**src/rtl/mul_pkg.sv**
```systemverilog
// rtl/mul_pkg.sv - shared widths, mode codes and carry-save helper for mul32_pipelined
//
// Purpose: constants and the row-level 3:2 compression step used by the
//          multiplier reduction tree.
// Ports:   none (package)
package mul_pkg;

   localparam int XLEN  = 32;
   localparam int PLEN  = 64;
   localparam int NROWS = XLEN + 1;   // one partial-product row per extended multiplier bit

   localparam logic [1:0] MODE_UU = 2'b00;
   localparam logic [1:0] MODE_SS = 2'b01;
   localparam logic [1:0] MODE_SU = 2'b10;

   // Dadda height schedule of the reduction tree (rows remaining after each level)
   localparam int H0 = 33;
   localparam int H1 = 28;
   localparam int H2 = 19;
   localparam int H3 = 13;
   localparam int H4 = 9;
   localparam int H5 = 6;
   localparam int H6 = 4;
   localparam int H7 = 3;
   localparam int H8 = 2;

   // widest single level is 28 -> 19
   localparam int MAX_CSA = 9;

   typedef logic [NROWS-1:0][PLEN-1:0] rows_t;

   // One reduction level: the first (n_in - n_out) triples of rows go through
   // full-adder rows (sum row + carry row shifted up one column), the rest pass
   // straight through. Carries out of column 63 are dropped because only the
   // low 64 product bits are kept.
   function automatic rows_t csa_level(input rows_t r, input int n_in, input int n_out);
      rows_t o;
      int    n_csa;
      o     = '0;
      n_csa = n_in - n_out;
      for (int k = 0; k < MAX_CSA; k++) begin
         if (k < n_csa) begin
            o[2*k]   = r[3*k] ^ r[3*k+1] ^ r[3*k+2];
            o[2*k+1] = ((r[3*k] & r[3*k+1]) | (r[3*k] & r[3*k+2]) | (r[3*k+1] & r[3*k+2])) << 1;
         end
      end
      for (int i = 0; i < NROWS; i++) begin
         if (i >= 3*n_csa && i < n_in) begin
            o[i-n_csa] = r[i];
         end
      end
      return o;
   endfunction

endpackage

```
**src/rtl/mul32_pipelined_delay_line.sv**
```systemverilog
// rtl/mul32_pipelined_delay_line.sv - W-bit, L-deep register chain with async active-low clear
//
// Purpose: aligns operand/mode side data with pipeline stages.
// Ports:   clk   - clock, rising edge
//          rst_n - asynchronous active-low clear of every stage
//          din   - W-bit data entering the chain
//          dout  - din delayed by L clocks
module delay_line #(
   parameter int W = 8,
   parameter int L = 1
) (
   input  logic         clk,
   input  logic         rst_n,
   input  logic [W-1:0] din,
   output logic [W-1:0] dout
);

   logic [L-1:0][W-1:0] chain_q;
   logic [L-1:0][W-1:0] chain_d;

   always_comb begin
      chain_d    = '0;
      chain_d[0] = din;
      for (int i = 1; i < L; i++) begin
         chain_d[i] = chain_q[i-1];
      end
   end

   always_ff @(posedge clk or negedge rst_n) begin
      if (!rst_n) begin
         chain_q <= '0;
      end else begin
         chain_q <= chain_d;
      end
   end

   assign dout = chain_q[L-1];

endmodule

```
**src/rtl/mul32_pipelined.sv**
```systemverilog
// rtl/mul32_pipelined.sv - 32x32->64 eight-stage pipelined Dadda-tree multiplier
//
// Purpose: multiplies a by b with per-operation signedness, one op per clock,
//          result {hi,lo} valid 8 register stages after the inputs are taken.
// Ports:   clk   - clock, rising edge
//          rst_n - asynchronous active-low reset, clears the whole pipe
//          a     - multiplicand
//          b     - multiplier
//          mode  - 00 uu, 01 ss, 10 a signed / b unsigned, 11 same as 00
//          lo    - product[31:0]
//          hi    - product[63:32]
module mul32_pipelined
   import mul_pkg::*;
(
   input  logic            clk,
   input  logic            rst_n,
   input  logic [XLEN-1:0] a,
   input  logic [XLEN-1:0] b,
   input  logic [1:0]      mode,
   output logic [XLEN-1:0] lo,
   output logic [XLEN-1:0] hi
);

   // stage 1: input register; mode rides with its operands
   logic [2+2*XLEN-1:0] in_q;

   delay_line #(.W(2 + 2*XLEN), .L(1)) u_in_stage (
      .clk   (clk),
      .rst_n (rst_n),
      .din   ({mode, a, b}),
      .dout  (in_q)
   );

   logic [1:0]      s1_mode;
   logic [XLEN-1:0] s1_a;
   logic [XLEN-1:0] s1_b;
   assign {s1_mode, s1_a, s1_b} = in_q;

   logic [XLEN:0] x_ext;
   logic [XLEN:0] y_ext;
   rows_t         pp;
   rows_t         t2, t3, t4, t5, t6;

   logic [H1-1:0][PLEN-1:0] rows28_q, rows28_d;
   logic [H3-1:0][PLEN-1:0] rows13_q, rows13_d;
   logic [H5-1:0][PLEN-1:0] rows6_q,  rows6_d;
   logic [H7-1:0][PLEN-1:0] rows3_q,  rows3_d;
   logic [H8-1:0][PLEN-1:0] rows2_q,  rows2_d;

   logic [XLEN:0]   sum_lo;
   logic [XLEN-1:0] lo7_q, lo7_d;
   logic            c7_q, c7_d;
   logic [XLEN-1:0] hia7_q, hia7_d;
   logic [XLEN-1:0] hib7_q, hib7_d;
   logic [XLEN-1:0] lo_out_q, lo_out_d;
   logic [XLEN-1:0] hi_out_q, hi_out_d;

   // stage 2: 33-bit operand extension, Baugh-Wooley partial products, first level
   always_comb begin
      x_ext = {((s1_mode == MODE_SS) || (s1_mode == MODE_SU)) ? s1_a[XLEN-1] : 1'b0, s1_a};
      y_ext = {(s1_mode == MODE_SS) ? s1_b[XLEN-1] : 1'b0, s1_b};
      pp    = '0;
      // rows 0..31: plain AND terms with the sign-bit cross term inverted
      for (int j = 0; j < XLEN; j++) begin
         pp[j] = {31'b0, ~(x_ext[XLEN] & y_ext[j]), x_ext[XLEN-1:0] & {XLEN{y_ext[j]}}} << j;
      end
      // row 32: inverted cross terms; the x32*y32 term lands at bit 64 and is dropped
      pp[XLEN] = {~(x_ext[XLEN-1:0] & {XLEN{y_ext[XLEN]}}), {XLEN{1'b0}}};
      // correction constant 2^33 (+2^65, which falls outside 64 bits); bit 33 of row 0 is free
      pp[0][XLEN+1] = 1'b1;
      t2       = csa_level(pp, H0, H1);
      rows28_d = t2[H1-1:0];
   end

   // stage 3: 28 -> 19 -> 13
   always_comb begin
      t3          = '0;
      t3[H1-1:0]  = rows28_q;
      t3          = csa_level(t3, H1, H2);
      t3          = csa_level(t3, H2, H3);
      rows13_d    = t3[H3-1:0];
   end

   // stage 4: 13 -> 9 -> 6
   always_comb begin
      t4          = '0;
      t4[H3-1:0]  = rows13_q;
      t4          = csa_level(t4, H3, H4);
      t4          = csa_level(t4, H4, H5);
      rows6_d     = t4[H5-1:0];
   end

   // stage 5: 6 -> 4 -> 3
   always_comb begin
      t5          = '0;
      t5[H5-1:0]  = rows6_q;
      t5          = csa_level(t5, H5, H6);
      t5          = csa_level(t5, H6, H7);
      rows3_d     = t5[H7-1:0];
   end

   // stage 6: 3 -> 2
   always_comb begin
      t6          = '0;
      t6[H7-1:0]  = rows3_q;
      t6          = csa_level(t6, H7, H8);
      rows2_d     = t6[H8-1:0];
   end

   // stages 7-8: carry-propagate add split at bit 32; carry crosses in a flop
   always_comb begin
      sum_lo   = {1'b0, rows2_q[0][XLEN-1:0]} + {1'b0, rows2_q[1][XLEN-1:0]};
      lo7_d    = sum_lo[XLEN-1:0];
      c7_d     = sum_lo[XLEN];
      hia7_d   = rows2_q[0][PLEN-1:XLEN];
      hib7_d   = rows2_q[1][PLEN-1:XLEN];
      lo_out_d = lo7_q;
      hi_out_d = hia7_q + hib7_q + {{(XLEN-1){1'b0}}, c7_q};
   end

   always_ff @(posedge clk or negedge rst_n) begin
      if (!rst_n) begin
         rows28_q <= '0;
         rows13_q <= '0;
         rows6_q  <= '0;
         rows3_q  <= '0;
         rows2_q  <= '0;
         lo7_q    <= '0;
         c7_q     <= 1'b0;
         hia7_q   <= '0;
         hib7_q   <= '0;
         lo_out_q <= '0;
         hi_out_q <= '0;
      end else begin
         rows28_q <= rows28_d;
         rows13_q <= rows13_d;
         rows6_q  <= rows6_d;
         rows3_q  <= rows3_d;
         rows2_q  <= rows2_d;
         lo7_q    <= lo7_d;
         c7_q     <= c7_d;
         hia7_q   <= hia7_d;
         hib7_q   <= hib7_d;
         lo_out_q <= lo_out_d;
         hi_out_q <= hi_out_d;
      end
   end

   assign lo = lo_out_q;
   assign hi = hi_out_q;

endmodule

```
**config.mk**
```make
export PLATFORM = sky130hd
export DESIGN_NAME = mul32_pipelined
export DESIGN_NICKNAME = d
export VERILOG_FILES = /design/src/rtl/mul_pkg.sv /design/src/rtl/mul32_pipelined_delay_line.sv /design/src/rtl/mul32_pipelined.sv
export SDC_FILE = /design/constraint.sdc
export NUM_CORES = 2
export LEC_CHECK = 0
export CORE_MARGIN = 3
export CORE_UTILIZATION = 25
export CTS_CLUSTER_DIAMETER = 40
export DETAILED_ROUTE_END_ITERATION = 12
export GPL_ROUTABILITY_DRIVEN = 0
export SYNTH_ARGS = -nofsm -noshare
export SYNTH_HDL_FRONTEND = slang
export SYNTH_SLANG_ARGS = --single-unit
export TNS_END_PERCENT = 50
```
**constraint.sdc**
```tcl
create_clock -name clk -period 7.2 [get_ports clk]
set_clock_uncertainty 0.05 [all_clocks]
set_input_delay 1.08 -clock clk [delete_from_list [all_inputs] [get_ports clk]]
set_output_delay 1.08 -clock clk [all_outputs]
set_load 0.1 [all_outputs]
```
# Word level (Yosys, flattened, before mapping)

Index checks and enable logic that the tools add are counted.

Muxes and demuxes: 2
Equality and inequality tests: 2
Bitwise operators: 315
Reduce and logical (&&, ||, !) cells: 1
$add $sub $neg: 3

Operators with widths:

| operator                                        | number |
|---|---|
| 63-bit bitwise AND                              | 36 |
| 63-bit bitwise OR                               | 33 |
| 64-bit XOR                                      | 20 |
| 32-bit bitwise AND                              | 33 |
| 62-bit by 63-bit bitwise AND with 63-bit output | 6 |
| 62-bit by 64-bit XOR with 64-bit output         | 2 |
| 63-bit by 52-bit bitwise AND with 63-bit output | 2 |
| 63-bit by 38-bit bitwise OR with 63-bit output  | 2 |
| 63-bit by 47-bit bitwise OR with 63-bit output  | 2 |
| 59-bit by 61-bit bitwise AND with 61-bit output | 2 |
| 61-bit bitwise OR                               | 2 |
| 56-bit by 57-bit bitwise AND with 57-bit output | 2 |
| 56-bit by 57-bit XOR with 57-bit output         | 2 |
| 53-bit by 55-bit bitwise AND with 55-bit output | 2 |
| 48-bit by 49-bit bitwise AND with 49-bit output | 2 |
| 45-bit by 47-bit bitwise AND with 47-bit output | 2 |
| 39-bit by 41-bit bitwise AND with 41-bit output | 2 |
| 36-bit by 38-bit bitwise AND with 38-bit output | 2 |
| 34-bit by 35-bit bitwise AND with 35-bit output | 2 |
| 38-bit by 64-bit XOR with 64-bit output         | 1 |
| 49-bit by 64-bit XOR with 64-bit output         | 1 |
| 63-bit by 64-bit XOR with 64-bit output         | 1 |
| 64-bit by 42-bit XOR with 64-bit output         | 1 |
| 64-bit by 47-bit XOR with 64-bit output         | 1 |
| other kinds (99)                                | 162 |

Output and inout port bits: 64
Flip-flop bits (word level): 2,702
Bits of input ports: 68
Logic and storage cells: 382

# Longest topological paths before layout

Depth in word-level cells: 8
Mapped depth: 10
Mapped depth without buffers: 10

# Modules after synthesis

Synthesis repeated with hierarchy kept, for this count alone.

Cell total of the unflattened synthesis: 6,325
Area total of the unflattened synthesis: 90,556.9 µm²

By module, submodules not included:

| module          | area each (µm²) | times used | cells an instance | sequential area each (µm²) |
|---|---|---|---|---|
| mul32_pipelined | 88,905.3        | 1          | 6,259             | 52,175.0 |
| delay_line      | 1,651.6         | 1          | 66                | 1,651.6 |

# Worst setup path after synthesis

OpenSTA, ideal clock, no wires.

Path type: reg-to-reg
Start point: reg c7_q
End point: reg hi_out_q[24] (netlist: hi[24])
Path buffers: 0
Library setup time: 80 ps
Data required time: 7,070 ps
Path slack: 4,415 ps
Data arrival time: 2,655 ps
Stages on the path, launching flop included: 11
Clock period less this slack: 2,785 ps
Path through: dfrtp_1 fa_1 fa_1 a21oi_1 o211ai_1 a21oi_1 o31ai_1 o31a_1 a41o_1 a21oi_1 xnor2_1

Longest elaborated chain between the ends: 1

Ends and longest elaborated chain:

| what                                     | RTL line               | source |
|---|---|---|
| start: declaration                       | mul32_pipelined.sv:52  | `logic c7_q, c7_d;` |
| start signal: assignment                 | mul32_pipelined.sv:129 | `c7_q <= 1'b0;` |
| start signal: assignment                 | mul32_pipelined.sv:141 | `c7_q <= c7_d;` |
| 32-bit by 1-bit adder with 32-bit output | mul32_pipelined.sv:118 | `hi_out_d = hia7_q + hib7_q + {{(XLEN-1){1'b0}}, c7_q};` |
| net hi_out_d[24]                         | mul32_pipelined.sv:56  | `logic [XLEN-1:0] hi_out_q, hi_out_d;` |
| end signal: assignment                   | mul32_pipelined.sv:145 | `hi_out_q <= hi_out_d;` |
| end: declaration                         | mul32_pipelined.sv:56  |  |

The timed path passes the listed nets, and every way through them passes these cells.

# Final worst setup path

Start point: reg c7_q
End point: reg hi_out_q[28] (netlist: hi[28])

The elaborated chain is that of the path after synthesis.

==> results_dict.tcl <==
set metrics [dict create \
    design.die.area_sq_um 369000 \
    cp_num_buf_inv 1 \
    antenna_found_initial 13 \
    rsz0062_at_grt "false" \
    synthesis.area_sq_um 90500 \
    layout_commonest_cell "dfrtp_1" \
    ant_nets 0 \
    clk_path_buf_depth 4 \
    routedWlPerCell_um 17.0 \
    cts_max_level 5 \
    fin_setup_tns_ns 0 \
    grt_pass1_vias 52200 \
    syn_inst 6340 \
    cts_tree "built" \
    min_period_ns 4.62 \
    async_flop_share_pct 100 \
    cts_setup_buffers 0 \
    ys.flop_type "dfrtp_1" \
    crit_family "compound AO/OA/AOI/OAI gates" \
    root_buffer "clkbuf_16" \
    syn_area_per_cell_sq_um 14.3 \
    crit_path_cell_trace "fa_1 > fa_1 > a21oi_1 > o211ai_1 > a21oi_1 > o31ai_1 > o311ai_0 > buf_4 > nor3b_1 > xnor2_1" \
    yosysSeqAreaShare_pct 59.5 \
    hpwlAfterDp_mm 131 \
    clk_pin_slew_ns 0.05 \
    cts_buffers 302 \
    vias 44000 \
    synth_xor_area_share_pct 0.532 \
    muxShareOfSynthArea_pct 0 \
    core_sq_um 360000 \
    cp.required_ns 7.95 \
    max_stage_delay_ns 1.00 \
    fmax_mhz 217 \
    viasPerCell 3.77 \
    regArea_sq_um 53900 \
    firstDrtPassIters 5 \
    nets 7868 \
    die_height_um 608 \
    slew_viol_final 0 \
    clock_latency_ns 0.90 \
    drt-initial-drc-count 2358 \
    drt-total-wl_mm 198 \
    synthSimpleGateAreaFrac_pct 7.93 \
    place_area_sq_um 97600 \
    crit_type "register to register" \
    cts_resized 0 \
    min-delay-path-class "primary input to asynchronous set/reset pin" \
    grt_pass1_wl_mm 313 \
    hold_viol_final 0 \
    synth_top_family_by_area "adder cells" \
    drc 0 \
    power_leakage_uw 0.0520 \
    final_cell_mix "dfrtp_1, inv_1, and2_1, fa_1, clkbuf_16" \
    worstMarginPinSlew_ns 1.37 \
    syn2layout_area_growth_pct 19.5 \
    rows 220 \
    final-setup-viol-count 0 \
    p_per_area_nw_per_um2 393 \
    num-fill-cells 35400 \
    synth_edf_count 0 \
    io-pin-count 132 \
    finalCritPeriodShare_pct 64.1 \
    ys_ff_latch 2151 \
    holdBufCountCts 0 \
    synth_nets 7584 \
    start_util_pct 25.1 \
    cp-end-kind "register" \
    peakVddDrop_v 0.000296 \
    overflow 0 \
    max_slew_margin_pct 8.53 \
    arrival_ns 5.37 \
    synth_adder_area_share_pct 24.3 \
    ys_types 48 \
    drive_gt1_share_pct 9.14 \
    maxCapViolations 0 \
    design_area_sq_um 108000 \
    clock_sinks 2151 \
    outcome "completed" \
    grt_max_degree 189 \
    yosysWarningCount 0 \
    cpMaxStageDelayCell "o311ai_0" \
    grt_util_all_layers_pct 11.0 \
    die-width_um 608 \
    multi_input_area_sq_um 30600 \
    startpoint_type "register" \
    critPathMaxFanout 4 \
    synth_compound_area_share_pct 1.06 \
    io_buffer_count 131 \
]
==> final timing paths <==
| kind | depth (start not counted) | end | start | slack, ns |
|---|---|---|---|---|
| setup / recovery | 10 | hi[28] | c7_q | 2.58 |
| hold / removal | 1 | rows6_q[212] | rst_n | 0.13 |
| setup reg to reg | 10 | hi[28] | c7_q | 2.58 |
| hold reg to reg | 0 | rows13_q[824] | rows13_d[824] | 0.25 |
| max in group asynchronous | 3 | u_in_stage.dout[46] | rst_n | 5.04 |
| min in group clk | 0 | rows13_q[824] | rows13_d[824] | 0.25 |
==> report_power, final <==
group | total (uW) | leakage (uW) | switching, uW | internal [uW]
combinational | 10800 | 0.0205 | 6800 | 3970
sequential | 16500 | 0.0264 | 1430 | 15100
clock | 15200 | 0.00513 | 5780 | 9370
==> sequential cells by signal, summed over array words and instances, names as in the netlist, 55 cells and up <==
register         flops
rows28_q           901
rows13_q           467
rows6_q            250
rows3_q            155
u_in_stage.dout     66
rows2_q             55
==> cell families after synthesis <==
| kind of cell | count (synthesis) |
|---|---|
| AOI/OAI and AO/OA | 145 |
| xor gates and xnor gates | 55 |
| adders and majority gates | 1176 |
| buffers and inverters | 1617 |
| DFF | 2151 |
| and+or+nand+nor | 1196 |
==> synthesized netlist by cell type, drive strengths merged (6+ instances only) <==
| master | instances | area share, % |
|---|---|---|
| nor2 | 25 | 0.10 |
| a21o | 19 | 0.16 |
| a211oi | 6 | 0.050 |
| o21bai | 9 | 0.075 |
| dfrtp | 2151 | 59 |
| nand2 | 92 | 0.38 |
| nand2b | 7 | 0.048 |
| and2 | 1028 | 7.1 |
| fa | 966 | 21 |
| a21oi | 52 | 0.29 |
| xor2 | 19 | 0.18 |
| o21a | 6 | 0.050 |
| xnor2 | 36 | 0.35 |
| nand4 | 9 | 0.062 |
| clkbuf | 211 | 0.88 |
| ha | 210 | 2.9 |
| inv | 1406 | 5.8 |
| nand3 | 14 | 0.077 |
| o21ai | 23 | 0.13 |
==> through the flow <==
stage	cells	utilization, %	setup slack [ns]	power, uW	hold WS, ns
2_1_floorplan	6340	-	4.41	23300	0.281
3_3_place_gp	11100	27.1	2.50	27500	0.282
3_5_place_dp	11100	27.1	2.50	27900	0.285
4_1_cts	11600	30.0	2.43	43400	0.0683
5_1_grt	11600	30.1	2.41	45400	0.0977
6_report	11700	30.1	2.58	42500	0.129
==> layer usage <==
metal	GRT usage [%]	up-vias	wire length (um)
li1	-	18800	-
met1	14.1	24000	84600
met2	18.9	791	99500
met3	1.88	322	8100
met4	3.45	0	5700
met5	0	-	0
==> worst reg2reg max path: stages, from the launching register on <==
cell	delay, ns
dfrtp_1	0.38
fa_1	0.53
fa_1	0.44
a21oi_1	0.25
o211ai_1	0.24
a21oi_1	0.61
o31ai_1	0.36
o311ai_0	1.00
buf_4	0.25
nor3b_1	0.26
xnor2_1	0.16
==> final cells by class <==
class	instances	area share, %
clock inverters	169	2.03
diodes	17	0.0393
multi-input cells	2572	28.3
flip-flops and latches	2151	49.8
well taps	4773	5.52
clock buffers	379	7.69
inverters	1406	4.88
repair buffers	191	1.75
No activity file was read; power rests on OpenSTA's default activity.
